--- config.mk ---
export PLATFORM = sky130hd
export DESIGN_NAME = exp_table_store
export DESIGN_NICKNAME = d
export VERILOG_FILES = /design/src/rtl/exp_table_store.sv
export SDC_FILE = /design/constraint.sdc
export NUM_CORES = 2
export LEC_CHECK = 0
export BUFFER_PORTS_ARGS = -buffer_cell sky130_fd_sc_hd__buf_2
export CAP_MARGIN = 20
export CORE_AREA = 2 2 433 435
export DETAILED_ROUTE_END_ITERATION = 12
export DIE_AREA = 0 0 435 437
export PLACE_DENSITY = 0.73
export SYNTH_ARGS = -nofsm -noshare
export SYNTH_HDL_FRONTEND = slang
export SYNTH_SLANG_ARGS = --single-unit
--- constraint.sdc ---
create_clock -name CLK -period 15.3 [get_ports CLK]
set_input_delay 3.06 -clock CLK [delete_from_list [all_inputs] [get_ports CLK]]
set_output_delay 3.06 -clock CLK [all_outputs]
set_load 0.03 [all_outputs]
--- src/rtl/exp_table_store.sv ---
// exp_table_store: double-buffered 64-entry table. It fills the inactive bank from the
// exp-sigma write stream, commits the table when it is complete, and publishes the table sum.
//   CLK/RST_N    clock, synchronous active-low reset
//   iData/iAddr  write data and index, qualified by iValid
//   iDone        end-of-table strobe
//   iRdAddr      read index into the committed bank
//   oRdData      registered read data (1-cycle latency)
//   oTableReady  a table has been committed since reset
//   oSum         sum of the committed table
//   oCommit      one-cycle commit pulse
//   oErr         one-cycle pulse when iDone arrives with missing entries
module exp_table_store #(
    parameter int DEPTH_LOG2 = 6,
    parameter int DATA_W     = 17,
    parameter int SUM_W      = 23
) (
    input  logic                  CLK,
    input  logic                  RST_N,
    input  logic [DATA_W-1:0]     iData,
    input  logic [DEPTH_LOG2-1:0] iAddr,
    input  logic                  iValid,
    input  logic                  iDone,
    input  logic [DEPTH_LOG2-1:0] iRdAddr,
    output logic [DATA_W-1:0]     oRdData,
    output logic                  oTableReady,
    output logic [SUM_W-1:0]      oSum,
    output logic                  oCommit,
    output logic                  oErr
);
    localparam int DEPTH = 1 << DEPTH_LOG2;
    typedef enum logic [1:0] {FILL, COMMIT, ERROR} state_t;
    state_t            state;
    logic              act;
    logic [DEPTH-1:0]  mask, mask_w;
    logic [SUM_W-1:0]  acc, acc_w;
    logic [DATA_W-1:0] mem [0:1][0:DEPTH-1];
    logic [DATA_W-1:0] old_val;
    logic              clr, wr_bank, rd_bank;
    // In COMMIT, act flips at the end of the cycle. Writes in that cycle therefore go to
    // the bank that is about to become inactive, and reads already see the new table.
    always_comb begin
        clr     = state != FILL;
        wr_bank = (state == COMMIT) ? act : ~act;
        rd_bank = (state == COMMIT) ? ~act : act;
        old_val = mem[wr_bank][iAddr];
        // A duplicate write replaces the earlier value in the sum. The bank itself holds that old value.
        mask_w  = (clr ? '0 : mask) | ({{(DEPTH-1){1'b0}}, iValid} << iAddr);
        acc_w   = (clr ? '0 : acc)
                + (iValid ? SUM_W'(iData) - ((!clr && mask[iAddr]) ? SUM_W'(old_val) : '0) : '0);
    end
    always_ff @(posedge CLK)
        if (RST_N && iValid) mem[wr_bank][iAddr] <= iData;
    always_ff @(posedge CLK) begin
        if (!RST_N) begin
            state       <= FILL;
            act         <= 1'b0;
            mask        <= '0;
            acc         <= '0;
            oSum        <= '0;
            oTableReady <= 1'b0;
            oCommit     <= 1'b0;
            oErr        <= 1'b0;
            oRdData     <= '0;
        end else begin
            // The completeness check counts a write that arrives in the same cycle as iDone.
            state       <= (state == FILL && iDone) ? ((&mask_w) ? COMMIT : ERROR) : FILL;
            act         <= act ^ (state == COMMIT);
            mask        <= mask_w;
            acc         <= acc_w;
            oSum        <= (state == COMMIT) ? acc : oSum;
            oTableReady <= oTableReady | (state == COMMIT);
            oCommit     <= state == COMMIT;
            oErr        <= state == ERROR;
            oRdData     <= mem[rd_bank][iRdAddr];
        end
    end
endmodule

==> impl_results.md <==
* RSZ-0062 raised after global routing: no
* Syn Inst Count at 6,789
* Final setup viols at 0
* Via/cell ratio at 7.67
* Vias at 72.9k
* CP Launch Type: input port
* R2r endpoint: acc[22]
* Clock Tree Root: clkbuf_16
* Dpl hpwl at 249,000 um
* Critical Path AT at 11,670 ps
* DRT antenna net count at 0
* Switching portion of total power at 0.239
* Sequential share of power at 0.514
* Die area at 190,000 um2
* PortBufs at 75
* Core box area at 185,000 um2
* Cell count of the worst reg-to-reg path at 28
* Worst-path fanout max at 28
* PostCTS Resize Cnt at 0
* Hold Path Sink: oSum[19]
* CP startpoint: iAddr[1]
* Vias in the first global route at 69.2k
* TritonRoute pass-1 iters at 6
* Post-place instance area at 113,000 um2
* 1st-iter DRT viols at 14.4k
* Wire length on met1 at 131,000 um
* Fin. max-slew vios at 0
* WP data required at 16,120 ps
* Final Skew at 60.4 ps
* Hold Path Depth at 2
* CTS tree: yes
* Die W at 435 um
* Clk Latency, worst-skew pair at 900 ps
* CP endpoint kind: flip-flop
* Largest net degree at the start of global routing at 122
* Share of cells above drive strength 1 at 0.242
* Max-Cap Viols at 0
* Switching pwr at 3.23 mW
* Cell Rows at 158
* DR WL met2 at 170,000 um
* Area grow syn2layout at 10.3%
* Post-CTS setup buffer count at 0
* Flop-to-flop setup slack at 4860 ps
* Unique cell type count in the Yosys netlist at 80
* Hold Crit Start: acc[19]
* Tot GR Track Use at 0.417
* Setup tns final at 0 ps
* Async set-reset flop share out of synthesis at 0
* Hold Buf Count CTS at 0
* CTS HTree Levels at 4
* # IOs at 76
* Cell area after layout at 120,000 um2
* Clk network pwr share at 0.413
* #FFs+latches synth at 2,309
* PwrDens at 112 nW/um2
* Syn. warnings at 0
* Initial antenna violation count at 37
* Cell Area, Synth at 109,000 um2
* Max Freq at 92.1 MHz
* RD Place Congestion at 1.04
* Power share of the combinational group at 0.073
* CTS sink cnt at 2,309
* Total wire length at 398,000 um
* Setup CP Type: in -> reg
* Worst-Margin Slew at 1290 ps
* Most frequent cells in the layout: 2,176 x edfxtp_1, 869 x mux4_2, 744 x nand2_1
* Leak at 37.9 nW
* Clock Path Buffers at 3
* Synth Flop Type: edfxtp_1
* Max VDD drop at 106 uV
* Avg WL per Cell at 41.9 um
* Max Used Layer: met5
* Net Count, Synth at 6,867
* Initial core utilization at 0.589
* First-pass GRT wire length at 548,000 um
* Power Internal at 10.3 mW
* Most common cell after layout, fill and taps aside: edfxtp_1
* Residual DRC at 0
* Min-delay worst type: reg -> reg
* Syn avg cell area at 16.1 um2
* EDFF count, synth at 2,176
* Rel. slew slack at 0.118
* Worst-path clk slew at 70 ps
* Final hold slack at 454 ps
* # nets final at 6,893
* Sequential area share after synthesis at 0.624
* Tmin final at 10,860 ps
* Overall power at 13.5 mW
* Period utilization at 0.710
* Total CTS buffers at 226
* Detail Route met3 WL at 64,000 um
* Final hold vios at 0
* Grt total ovfl at 0
* DIE HEIGHT at 437 um
* Critical R2R Launch: state[1]
* Outcome: completed
## cell families (layout without fill, tap and decap cells)
group,after synthesis,after routing,synth area share
AOI/OAI and AO/OA,1052,1052,0.0616
xor gates and xnor gates,23,23,0.00209
DFF,2309,2309,0.624
muxes,1350,1350,0.224
other,0,13,0
buffers and inverters,538,760,0.0243
and+or+nand+nor,1472,1472,0.0591
adders and majority gates,45,45,0.00530
## per-stage QoR
stage	util	std cells	setup WS (ps)
5_1_grt	0.649	9492	4230
6_report	0.650	9504	4440
3_5_place_dp	0.610	9059	4000
2_1_floorplan	-	6789	5480
4_1_cts	0.649	9483	4900
3_3_place_gp	0.609	9050	3900
## routing by layer
layer	track usage	vias up
li1	-	27800
met1	0.554	37000
met2	0.586	6815
met3	0.144	1260
met4	0.272	28
met5	0	-
## cell type report
class | instances | area [um2]
Timing Repair Buffer | 313 | 2440
Antenna cell | 13 | 32.5
Sequential cell | 2309 | 68000
Inverter | 23 | 100
Clock inverter | 141 | 1310
Fill cell | 12800 | 64800
Multi-Input combinational cell | 3942 | 39200
Tap cell | 2480 | 3100
Clock buffer | 283 | 6010
## synth_stat cells, types with 7 or more instances
library cell,number,share of area
a2111oi_0,50,0.0040
a211oi_1,28,0.0019
a21o_1,13,0.00090
a21oi_1,399,0.018
a221oi_1,14,0.0011
a22oi_1,127,0.0087
a31oi_1,22,0.0013
a32oi_1,16,0.0013
and2_1,43,0.0025
and3_1,11,0.00063
buf_1,47,0.0016
buf_2,117,0.0054
buf_4,59,0.0041
buf_6,32,0.0033
clkbuf_1,258,0.0089
dfxtp_1,133,0.024
edfxtp_1,2176,0.60
ha_1,43,0.0049
inv_1,20,0.00069
mux2_2,14,0.0014
mux2i_1,467,0.043
mux4_2,869,0.18
nand2_1,749,0.026
nand2b_1,27,0.0015
nand3_1,60,0.0028
nand3b_1,8,0.00055
nand4_1,15,0.00086
nor2_1,301,0.010
nor2b_1,21,0.0012
nor3_1,95,0.0044
nor4_1,103,0.0059
o21a_1,11,0.00076
o21ai_0,81,0.0037
o21bai_1,7,0.00048
o221ai_1,55,0.0044
o22ai_1,163,0.0094
o32ai_1,8,0.00064
or3_1,9,0.00052
xnor2_1,7,0.00056
xor2_1,14,0.0011
## power by group through the flow
stage	combinational [mW]	sequential, mW	clock (mW)
after detailed placement	0.923	7.08	0
after CTS	0.926	6.95	5.55
final	0.984	6.95	5.57
after global routing	0.985	6.95	5.78
after floorplan	0.439	7.08	0
after global placement	0.915	7.08	0
## how the worst max path moves through the flow
stage,cells past startpoint,to
2_1_floorplan,28,acc[22]
3_3_place_gp,22,acc[22]
3_5_place_dp,27,acc[22]
4_1_cts,27,acc[22]
5_1_grt,27,acc[22]
6_report,24,acc[22]
## flip-flops by register name, indices dropped and copies added, names as in the netlist
register,cells
mem,2176
mask,64
acc,23
oSum,23
oRdData,17
state,2
act,1
oCommit,1
oErr,1
oTableReady,1
## worst max-delay path: stages
cell	delay, ps
buf_4	290
buf_4	690
inv_2	40
buf_4	340
nor2_2	1030
a22oi_1	320
a31oi_1	520
a32o_1	260
nand4b_1	310
ha_1	480
a21o_1	170
a21o_1	180
or4_1	480
a311oi_1	410
o21a_1	230
nor3_1	60
or3b_2	470
ha_1	340
nand2_1	100
o21ai_0	200
o41ai_1	590
a31o_2	280
or4b_2	590
o2111ai_1	110
Power figures use the tool's default switching activity.
